[src/rtl/transmissor_tabuleiro.sv]
// Scans the 9x9 game board through the memory read port and streams it as
// printable ASCII rows (one char per cell, CR LF per row) over valid/ready.
module transmissor_tabuleiro #(
    parameter logic [7:0] CHAR_VAZIO = 8'h2E,
    parameter logic [7:0] CHAR_J1    = 8'h58,
    parameter logic [7:0] CHAR_J2    = 8'h4F,
    parameter logic [7:0] CHAR_INV   = 8'h3F
) (
    input  logic       clock,
    input  logic       reset,
    input  logic       iniciar,
    output logic [3:0] addr_macro,
    output logic [3:0] addr_micro,
    input  logic [1:0] dado_celula,
    output logic [7:0] tx_dado,
    output logic       tx_valido,
    input  logic       tx_pronto,
    output logic       ocupado,
    output logic       pronto,
    output logic [2:0] db_estado
);

    typedef enum logic [2:0] {
        OCIOSO   = 3'd0,
        ENDERECA = 3'd1,
        LE       = 3'd2,
        ENVIA    = 3'd3,
        CR       = 3'd4,
        LF       = 3'd5,
        FIM      = 3'd6
    } estado_t;

    localparam logic [7:0] BYTE_CR = 8'h0D;
    localparam logic [7:0] BYTE_LF = 8'h0A;
    localparam logic [3:0] ULTIMO  = 4'd8;

    estado_t    estado_q, estado_d;
    logic [3:0] r_q, r_d;
    logic [3:0] c_q, c_d;
    logic [3:0] addr_macro_q, addr_macro_d;
    logic [3:0] addr_micro_q, addr_micro_d;
    logic [7:0] tx_dado_q, tx_dado_d;
    logic       tx_valido_q, tx_valido_d;
    logic       ocupado_q, ocupado_d;
    logic       pronto_q, pronto_d;

    // Counters only ever hold 0..8, so small lookup tables replace dividers.
    function automatic logic [3:0] div3(input logic [3:0] x);
        case (x)
            4'd0, 4'd1, 4'd2: div3 = 4'd0;
            4'd3, 4'd4, 4'd5: div3 = 4'd1;
            4'd6, 4'd7, 4'd8: div3 = 4'd2;
            default:          div3 = 4'd0;
        endcase
    endfunction

    function automatic logic [3:0] mod3(input logic [3:0] x);
        case (x)
            4'd0, 4'd3, 4'd6: mod3 = 4'd0;
            4'd1, 4'd4, 4'd7: mod3 = 4'd1;
            4'd2, 4'd5, 4'd8: mod3 = 4'd2;
            default:          mod3 = 4'd0;
        endcase
    endfunction

    function automatic logic [3:0] vezes3(input logic [3:0] x);
        case (x)
            4'd0:    vezes3 = 4'd0;
            4'd1:    vezes3 = 4'd3;
            4'd2:    vezes3 = 4'd6;
            default: vezes3 = 4'd0;
        endcase
    endfunction

    function automatic logic [7:0] mapeia_char(input logic [1:0] cod);
        case (cod)
            2'b00:   mapeia_char = CHAR_VAZIO;
            2'b01:   mapeia_char = CHAR_J1;
            2'b10:   mapeia_char = CHAR_J2;
            2'b11:   mapeia_char = CHAR_INV;
            default: mapeia_char = CHAR_INV;
        endcase
    endfunction

    // Next-state, counter and output-register logic
    always_comb begin
        estado_d     = estado_q;
        r_d          = r_q;
        c_d          = c_q;
        tx_dado_d    = tx_dado_q;
        addr_macro_d = addr_macro_q;
        addr_micro_d = addr_micro_q;

        case (estado_q)
            OCIOSO: begin
                if (iniciar) begin
                    estado_d = ENDERECA;
                    r_d      = 4'd0;
                    c_d      = 4'd0;
                end else begin
                    estado_d = OCIOSO;
                end
            end
            ENDERECA: begin
                estado_d = LE;
            end
            LE: begin
                tx_dado_d = mapeia_char(dado_celula);
                estado_d  = ENVIA;
            end
            ENVIA: begin
                if (tx_pronto) begin
                    if (c_q < ULTIMO) begin
                        c_d      = c_q + 4'd1;
                        estado_d = ENDERECA;
                    end else begin
                        tx_dado_d = BYTE_CR;
                        estado_d  = CR;
                    end
                end else begin
                    estado_d = ENVIA;
                end
            end
            CR: begin
                if (tx_pronto) begin
                    tx_dado_d = BYTE_LF;
                    estado_d  = LF;
                end else begin
                    estado_d = CR;
                end
            end
            LF: begin
                if (tx_pronto) begin
                    if (r_q < ULTIMO) begin
                        r_d      = r_q + 4'd1;
                        c_d      = 4'd0;
                        estado_d = ENDERECA;
                    end else begin
                        estado_d = FIM;
                    end
                end else begin
                    estado_d = LF;
                end
            end
            FIM: begin
                estado_d = OCIOSO;
            end
            default: begin
                estado_d = OCIOSO;
            end
        endcase

        // Address is loaded on entry to ENDERECA so the memory samples it that cycle.
        if (estado_d == ENDERECA) begin
            addr_macro_d = vezes3(div3(r_d)) + div3(c_d);
            addr_micro_d = vezes3(mod3(r_d)) + mod3(c_d);
        end else begin
            addr_macro_d = addr_macro_q;
            addr_micro_d = addr_micro_q;
        end

        tx_valido_d = (estado_d == ENVIA) || (estado_d == CR) || (estado_d == LF);
        ocupado_d   = (estado_d != OCIOSO);
        pronto_d    = (estado_d == FIM);
    end

    // State and output registers with synchronous reset
    always_ff @(posedge clock) begin
        if (reset) begin
            estado_q     <= OCIOSO;
            r_q          <= 4'd0;
            c_q          <= 4'd0;
            addr_macro_q <= 4'd0;
            addr_micro_q <= 4'd0;
            tx_dado_q    <= 8'h00;
            tx_valido_q  <= 1'b0;
            ocupado_q    <= 1'b0;
            pronto_q     <= 1'b0;
        end else begin
            estado_q     <= estado_d;
            r_q          <= r_d;
            c_q          <= c_d;
            addr_macro_q <= addr_macro_d;
            addr_micro_q <= addr_micro_d;
            tx_dado_q    <= tx_dado_d;
            tx_valido_q  <= tx_valido_d;
            ocupado_q    <= ocupado_d;
            pronto_q     <= pronto_d;
        end
    end

    assign addr_macro = addr_macro_q;
    assign addr_micro = addr_micro_q;
    assign tx_dado    = tx_dado_q;
    assign tx_valido  = tx_valido_q;
    assign ocupado    = ocupado_q;
    assign pronto     = pronto_q;
    assign db_estado  = estado_q;

endmodule
[config.mk]
export PLATFORM = sky130hd
export DESIGN_NAME = transmissor_tabuleiro
export DESIGN_NICKNAME = d
export VERILOG_FILES = /design/src/rtl/transmissor_tabuleiro.sv
export SDC_FILE = /design/constraint.sdc
export NUM_CORES = 1
export LEC_CHECK = 0
export ABC_CLOCK_PERIOD_IN_PS = 5900
export CAP_MARGIN = 20
export CORE_MARGIN = 2
export CORE_UTILIZATION = 45
export DETAILED_ROUTE_END_ITERATION = 16
export PLACE_DENSITY = 0.68
export SLEW_MARGIN = 40
export SYNTH_ARGS = -nofsm -noshare
export SYNTH_HDL_FRONTEND = slang
export SYNTH_SLANG_ARGS = --single-unit
[constraint.sdc]
create_clock -name clock -period 5.9 [get_ports clock]
set_input_delay 1.18 -clock clock [delete_from_list [all_inputs] [get_ports clock]]
set_output_delay 1.18 -clock clock [all_outputs]
set_load 0.05 [all_outputs]
Word level (Yosys, flattened, before mapping)
Memories as Yosys holds them, arrays and structs flattened.
Cells that the tools add are included.
{"block": "classes", "n_reduce_logical": 7, "shift": 0, "n_mux": 30, "order_cmp": 2, "n_bitwise": 0, "eq_ne": 20, "div": 0, "multipliers": 0, "add_sub_neg": 4}
{"op": "2-to-1 mux 4 bit", "count": 14}
{"op": "case mux 8 bit (4 select lines)", "count": 1}
{"op": "2-to-1 mux 8 bit", "count": 3}
{"op": "case mux 8 bit (3 select lines)", "count": 1}
{"op": "case mux 3 bit (6 select lines)", "count": 1}
{"op": "== test 3 bit, second input constant", "count": 5}
{"op": "2-to-1 mux 3 bit", "count": 4}
{"op": "case mux 3 bit (2 select lines)", "count": 2}
{"op": "case mux 4 bit (3 select lines)", "count": 1}
{"op": "== test 3 x 2 -> 1 bit, second input constant", "count": 3}
{"op": "adder 4 x 1 -> 4 bit, second input constant", "count": 2}
{"op": "adder 4 bit", "count": 2}
{"op": "== test 4 x 1 -> 1 bit, second input constant", "count": 2}
{"op": "== test 4 x 2 -> 1 bit, second input constant", "count": 2}
{"op": "less-than comparator 4 bit, second input constant", "count": 2}
{"op": "case mux 4 bit (2 select lines)", "count": 1}
{"op": "== test 3 x 1 -> 1 bit, second input constant", "count": 2}
{"op": "!= test 2 bit, second input constant", "count": 3}
{"op": "nonzero test 3 bit", "count": 2}
{"op": "== test 2 bit, second input constant", "count": 2}
{"op": "AND reduction 4 bit", "count": 1}
{"op": "zero test 3 bit", "count": 1}
{"op": "== test 2 x 1 -> 1 bit, second input constant", "count": 1}
{"op": "zero test 2 bit", "count": 1}
{"op": "other kinds (2)", "count": 4}
{"block": "totals", "ram_bits": 0, "input_bits": 6, "elab_cells": 76, "regBits": 30, "output_inout_bits": 22, "n_memories": 4, "romBits": 128, "latch_bits": 0}
{"name": "(name not given)", "depth": 16, "word_bits": 2, "read_ports": 1, "rd_clocked_by_memory_dff": 0, "write_ports": 0, "line": "49", "text": "case (x)"}
{"name": "(name not given)", "depth": 16, "word_bits": 2, "read_ports": 1, "rd_clocked_by_memory_dff": 0, "write_ports": 0, "line": "49"}
{"name": "(name not given)", "depth": 16, "word_bits": 2, "read_ports": 1, "rd_clocked_by_memory_dff": 0, "write_ports": 0, "line": "58", "text": "case (x)"}
{"name": "(name not given)", "depth": 16, "word_bits": 2, "read_ports": 1, "rd_clocked_by_memory_dff": 0, "write_ports": 0, "line": "58"}

Depth between registers and ports, before layout
Gate-level depths: netlist of run 1.
{"block": "depth", "ltp_word": 10, "ltp_mapped": 15}

Least setup slack after synthesis of run 1
OpenSTA, ideal clock, no wires.
{"block": "synth_path", "path_type": "input port to flip-flop", "from": "in tx_pronto", "to": "reg addr_micro_q[2] (netlist: addr_micro[2])", "cell_stages": 14, "n_path_buf": 1, "required_ns": 5.772, "arrival_ns": 3.935, "setup_slack_ns": 1.837, "setup_ns": 0.128, "cell_sequence": "clkbuf_1 -> nand4bb_1 -> o211a_2 -> a211oi_4 -> inv_1 -> ha_1 -> or2_2 -> a21oi_1 -> ha_1 -> inv_1 -> fa_1 -> xnor2_1 -> mux2i_1 -> nor2_1"}
{"block": "synth_via", "elab_chain_cells": 8, "word_cells_on_any_way": 19}
{"item": "start: declaration", "line": "17", "text": "input logic tx_pronto,"}
{"item": "2-to-1 mux 4 bit", "line": "133", "text": "if (tx_pronto) begin"}
{"item": "case mux 4 bit (2 select lines)", "line": "94", "text": "case (estado_q)"}
{"item": "memory (16 x 2 bit)"}
{"item": "2-to-1 mux 4 bit", "line": "154", "text": "if (estado_d == ENDERECA) begin"}
{"item": "== test 4 x 2 -> 1 bit or == test 4 x 1 -> 1 bit (tied branches)", "line": "67", "text": "case (x)"}
{"item": "case mux 3 bit (2 select lines)", "line": "67"}
{"item": "2-to-1 mux 4 bit", "line": "154"}
{"item": "adder 4 bit", "line": "156", "text": "addr_micro_d = vezes3(mod3(r_d)) + mod3(c_d);"}
{"item": "end signal: assignment", "line": "184", "text": "addr_micro_q <= addr_micro_d;"}
{"item": "end: declaration", "line": "41", "text": "logic [3:0] addr_micro_q, addr_micro_d;"}
Parallel ways exist; a longest one is shown, timed or not. The select of a mux whose other input is x is not followed.
A chain may end at the register's enable or synchronous reset.

Worst setup path after layout of run 1
Ends and elaborated chain as after synthesis.

==> reports/qor.yml, run 1 <==
status:
  status: "finished clean"
routing:
  post_drt_wl_per_cell_um: 13.4
  firstDrtPassIters: 4
  num_vias: 1584
  drc: 0
  wl_met2_um: 1750
  drt_iter0_drc: 89
  ant_nets: 0
  vias_per_cell: 5.37
  top_layer: "met4"
  drt_wl_total_um: 3950
  route.met3.wl_um: 195
  wl_met1_um: 1940
pwr:
  seq_power_share_pct: 40.9
  swShare_pct: 28.1
  vdd_drop_max_mv: 0.126
  p_leak_nw: 0.985
  p_comb_share_pct: 18.3
  p_int_mw: 0.376
  netSwitchingPower_mw: 0.147
  total_power_mw: 0.523
  pwr_density_cell_mw_per_mm2: 229
  power_frac_clock_pct: 40.9
clocking:
  clockRootBuffer: "clkbuf_8"
  postCtsSetupRepairBufs: 0
  hold_buffers: 0
  cts.repair.resized: 0
  numCtsBuffers: 5
  clock_path_buffers: 2
  clkSinkCount: 29
  clk_latency_ns: 0.28
  cts_tree: "built"
  clk_pin_slew_worst_paths_ns: 0.06
  cts.htree.levels: 2
grt:
  gr-total-overflow: 0
  first_global_vias: 1363
  grt_start_max_net_pins: 28
  track_usage_pct: 18.4
  grt_pass1_wl_um: 6400
  grt_antenna_before_repair: 0
setup_path:
  ff2ff_setup_slack_ns: 2.27
  end_kind: "register"
  crit_chain: "clkdlybuf4s50_1 > nand4bb_1 > o211a_2 > a211oi_4 > inv_1 > ha_1 > or2_2 > a21oi_1 > ha_1 > inv_1 > fa_1 > xnor2_1 > mux2i_1 > nor2_1"
  cpPeakStageDelay_ns: 0.65
  required_ns: 6.06
  startpoint_type: "primary input"
  cp_slowest_cell: "clkdlybuf4s50_1"
  criticalPathCategory: "in2reg"
  cp_max_fo: 10
  arrival_ns: 4.55
timing:
  period_needed_ns: 4.40
  maxSlewHeadroom_pct: 57.9
  hold_violations: 0
  fmax_ghz: 0.227
  finalSetupTns_ns: 0
  rsz0062_at_grt: "false"
  setup_viol: 0
  tightest_slew_ns: 0.631
  fin_crit_sh_pct: 74.5
  drv_slew: 0
  fin_skew_ns: 0.00506
layout:
  seq_area_um2: 581
  multi_input_area_mm2: 0.00120
  nets: 269
  fillers: 376
  drive_above_1_share_pct: 6.94
  antennaDiodeCount: 0
  syn2layout_area_growth_pct: 20.0
synthesis:
  synth_ff_type: "dfxtp_1"
  syn_area_mm2: 0.00190
  async_flop_share_pct: 0
  ys_warn_count: 0
  yosysUniqueCellTypes: 55
  avgSynthCellArea_um2: 8.52
  yosysSeqAreaShare_pct: 30.5
  syn_nets: 248
  synth_cells: 223
  synth-edff-count: 0
  ys_ff_latch: 29
floorplanning:
  rows: 23
  coreArea_mm2: 0.00403
  die_h_um: 69.0
  start_util_pct: 47.2
  fp.dieW_um: 69.0
  ios: 28
  die-area_mm2: 0.00476
hold_path:
  hp-class: "reg2reg"
placed_design:
  detailed_place_hpwl_um: 2850
  io_buffers: 26
  gp_congestion: 0.752
run:
  max-cap-violations: 0
==> cell usage in the layout (no fill, tap or decap), types with 3 or more instances in the layout <==
master            n
nor2_1           29
dfxtp_1          29
clkdlybuf4s50_1  25
inv_1            18
ha_1             17
a21oi_1          11
mux2i_1          10
nand3_1           9
nand2_1           7
clkbuf_8          6
nand2b_1          5
o22a_1            4
or2_2             4
a211oi_1          4
and3_1            3
nor2b_1           3
nand3b_1          3
o31a_1            3
o21ai_0           3
a22oi_1           3
xnor2_1           3
a21o_1            3
==> power groups by stage <==
stage               Sequential (mW)  Combinational (mW)  Clock, mW
finish                        0.214              0.0955      0.214
global route                  0.216               0.104      0.231
CTS                           0.214              0.0964      0.221
detailed placement            0.218              0.0960          0
global placement              0.219              0.0959          0
floorplan                     0.243              0.0456          0
==> Yosys cell counts, types with 3 or more instances <==
library cell	instances	share of area, %
or2_2	4	1.3
nand2b_1	5	1.6
o31a_1	3	1.4
ha_1	17	11
nand2_1	7	1.4
clkbuf_1	8	1.6
nor2b_1	3	0.99
mux2i_1	10	5.3
a22oi_1	3	1.2
nor2_1	29	5.7
a21o_1	3	1.2
nand3_1	9	2.4
a21oi_1	12	3.2
inv_1	18	3.6
and3_1	3	0.99
nand3b_1	3	1.2
a211oi_1	4	1.6
o21ai_0	3	0.79
o22a_1	4	1.8
xnor2_1	3	1.4
dfxtp_1	29	31
==> critical path: cells and delay by family <==
family | cells | cell delay, ns
AOI/OAI and AO/OA | 3 | 0.91
xor gates and xnor gates | 1 | 0.14
adders and majority gates | 3 | 0.86
buffers and inverters | 3 | 0.79
muxes | 1 | 0.13
and+or+nand+nor | 3 | 0.56
==> per-layer routing <==
layer | global-route usage [%] | vias up
met5 | 0 | -
met4 | 8.09 | 0
met3 | 4.87 | 6
met2 | 27.3 | 34
met1 | 24.8 | 715
li1 | - | 829
==> per-stage QoR <==
step | cell area [um^2] | utilization, % | worst slack, ns | hold WS (ns) | instances
4_1_cts | 2280 | 56.6 | 1.52 | 0.446 | 295
6_report | 2280 | 56.6 | 1.50 | 0.442 | 295
3_5_place_dp | 2160 | 53.7 | 1.21 | 0.435 | 287
3_3_place_gp | 2170 | 53.8 | 1.26 | 0.435 | 287
5_1_grt | 2280 | 56.6 | 1.25 | 0.471 | 295
2_1_floorplan | 1900 | - | 1.84 | 0.570 | 223
==> registers in the layout, indices dropped and copies added, names as in the netlist <==
name,flops
pronto,1
tx_valido,1
addr_micro,4
c_q,4
r_q,4
tx_dado,7
db_estado,3
addr_macro,4
ocupado,1
==> path summary, 6_finish.rpt <==
kind | startpoint | endpoint | depth (start not counted)
setup / recovery | tx_pronto | addr_micro[2] | 14
hold / removal | tx_dado[3] | tx_dado[3] | 2
setup reg to reg | db_estado[0] | addr_micro[2] | 13
hold reg to reg | tx_dado[3] | tx_dado[3] | 2
==> logic make-up after synthesis <==
family	synth area share, %
buf+inv	6.58
simple gates	21.4
xor+xnor	1.84
compound gates	20.3
flops	30.5
fa+ha+maj	13.3
mux	5.86
other cells	0.197
==> area by class of cell <==
type                    count  area share [%]
well taps                  50            2.74
flip-flops and latches     29            25.5
repair buffers             26            11.2
clock buffers               7            3.78
clock inverters             1            1.32
inverters                  18            2.96
multi-input cells         164            52.6
No activity file was read; power rests on OpenSTA's default activity.
==> inputs of run 2 (changes only) <==
Settings changed: ABC_CLOCK_PERIOD_IN_PS 5900 to 4400.
Clock period 5.9 ns to 4.4 ns, I/O delays scaled along.
==> run 2 against run 1 <==
  * Sequential power rose by 32%
  * Global-route usage barely moved
  * Largest cell class unchanged
  * Highest routed layer unchanged
  * Critical endpoint unchanged
  * Critical path depth did not move
==> reports/qor.yml, run 2 (synthesis gave the netlist of run 1 again) <==
setup_path:
  cp_max_fo: 4  # -6
  end_kind: "register"
  arrival_ns: 4.03  # -0.52 ns
  cpPeakStageDelay_ns: 0.50  # -0.15 ns
  startpoint_type: "primary input"
  r2r_start: "db_estado[1]"
  criticalPathCategory: "in2reg"
  required_ns: 4.55  # -1.51 ns
  cp_top_family: "simple AND/OR/NAND/NOR gates"
  cp_slowest_cell: "clkdlybuf4s50_1"
  cp-startpoint: "iniciar"
  critPathBufInv: 3  # unchanged
  crit_chain: "clkdlybuf4s50_1 > or4b_4 > o211a_2 > a211oi_4 > inv_1 > ha_1 > or2_2 > a21oi_1 > ha_1 > inv_1 > fa_1 > xnor2_1 > mux2i_1 > nor2_1"
layout:
  largest_reg_flops: 7  # unchanged
  final_cell_area_mm2: 0.00230  # +0.82%
  syn2layout_area_growth_pct: 21.0
  multi_input_area_mm2: 0.00119  # -0.31%
  layout_common_cells: "nor2_1, dfxtp_1, clkdlybuf4s50_1"
  fillers: 390  # +3.7%
  utilization_pct: 57.1  # +0.47 points
  seq_area_um2: 581  # unchanged
  nets: 274  # +1.9%
  antennaDiodeCount: 0  # unchanged
  drive_above_1_share_pct: 8.80  # +1.9 points
clocking:
  cts.repair.resized: 0  # unchanged
  postCtsSetupRepairBufs: 0  # unchanged
  cts.htree.levels: 2  # unchanged
  numCtsBuffers: 5  # unchanged
  clkSinkCount: 29  # unchanged
  cts_tree: "built"
  clk_latency_ns: 0.28  # about the same
  clk_pin_slew_worst_paths_ns: 0.06  # about the same
  clockRootBuffer: "clkbuf_8"
  clock_path_buffers: 2  # unchanged
  hold_buffers: 0  # unchanged
timing:
  setup_viol: 0  # unchanged
  setup_slack_ns: 0.524  # -0.979 ns
  drv_slew: 0  # unchanged
  period_needed_ns: 3.88
  maxSlewHeadroom_pct: 60.6  # +2.7 points
  fin_crit_sh_pct: 88.1
  fmax_ghz: 0.258
  finalSetupTns_ns: 0  # unchanged
  rsz0062_at_grt: "false"
  fin_skew_ns: 0.00435  # -0.000712 ns
  hold_violations: 0  # unchanged
  tightest_slew_ns: 0.592  # -0.0397 ns
placed_design:
  gp_congestion: 0.750  # -0.19%
  io_buffers: 26  # unchanged
  dpl-instance-area_mm2: 0.00220  # +1.6%
  dp_worst_setup_slack_ns: 0.238  # -0.973 ns
  detailed_place_hpwl_um: 2930  # +2.8%
grt:
  grt_antenna_before_repair: 0  # unchanged
  gr-total-overflow: 0  # unchanged
  track_usage_pct: 18.4  # +0.028 points
  first_global_vias: 1445  # +6.0%
  grt_start_max_net_pins: 28  # unchanged
  grt_pass1_wl_um: 6410  # +0.22%
hold_path:
  min_from: "tx_dado[3]"
  hp-class: "reg2reg"
routing:
  drt_wl_total_um: 3940  # -0.38%
  drc: 0  # unchanged
  post_drt_wl_per_cell_um: 13.1  # -2.0%
  firstDrtPassIters: 4  # unchanged
  num_vias: 1613  # +1.8%
  drt_iter0_drc: 99  # +11%
  ant_nets: 0  # unchanged
  vias_per_cell: 5.38  # +0.13%
run:
  max-cap-violations: 0  # unchanged
pwr:
  p_leak_nw: 1.01  # +2.1%
  pwr_density_cell_mw_per_mm2: 287  # +25%
  vdd_drop_max_mv: 0.121  # -3.8%
floorplanning:
  fp.dieW_um: 69.0  # unchanged
  die_h_um: 69.0  # unchanged
  ios: 28  # unchanged
  rows: 23  # unchanged
  coreArea_mm2: 0.00403  # unchanged
  start_util_pct: 47.2  # unchanged
  die-area_mm2: 0.00476  # unchanged
status:
  status: "finished clean"
## run 2: cell count changes in the layout (fill, tap and decap cells not counted)
cell	delta
a21oi_1	+1
a21oi_2	-1
buf_4	+5
bufinv_16	-1
clkbuf_1	-1
clkbuf_8	+1
clkinv_2	+1
## run 2: path summary, 6_finish.rpt
path	endpoint	slack, ns	cells past startpoint
max reg2reg	addr_micro[2]	1.07	13
min	tx_dado[3]	0.44	2
min reg2reg	tx_dado[3]	0.44	2
max	addr_micro[2]	0.52	14
## run 2: layer usage
| layer | up-vias | track usage (%) | share of wire, % |
|---|---|---|---|
| met1 | 733 | 22.0 | 47 |
| met3 | 6 | 5.03 | 4.3 |
| met4 | 0 | 6.62 | 1.1 |
| li1 | 841 | - | - |
| met5 | - | 0 | 0 |
| met2 | 33 | 31.4 | 47 |
## run 2: area by class of cell
cell class	instances	share of cell area, %
inverters	18	2.94
clock inverters	1	0.218
well taps	50	2.72
repair buffers	31	12.7
multi-input cells	164	52.0
flip-flops and latches	29	25.2
clock buffers	7	4.19
## run 2: power by group
part / switching, mW / internal [mW]
Combinational: 0.0871 / 0.0484
Sequential: 0.00875 / 0.274
Clock: 0.101 / 0.141
Total: 0.197 / 0.464
## run 2: worst reg2reg max path: cells and delay by family, from the launching register on
kind,cells,cell delay [ns]
adders and majority gates,3,0.84
AOI/OAI and AO/OA,3,0.59
buffers and inverters,2,0.11
and+or+nand+nor,3,0.95
xor gates and xnor gates,1,0.14
DFF,1,0.45
muxes,1,0.13
## run 2: metrics by stage
stage	hold WS [ns]	power, mW	instances
after floorplan	0.570	0.387	223
after global placement	0.434	0.425	292
after detailed placement	0.435	0.425	292
after CTS	0.446	0.671	300
after global routing	0.465	0.691	300
final	0.444	0.660	300
==> inputs of run 3 (changes only) <==
Settings changed: CAP_MARGIN 20 to 0.
==> results of run 3 <==
Same layout as run 2: the final DEF is identical, and so are final timing and power.
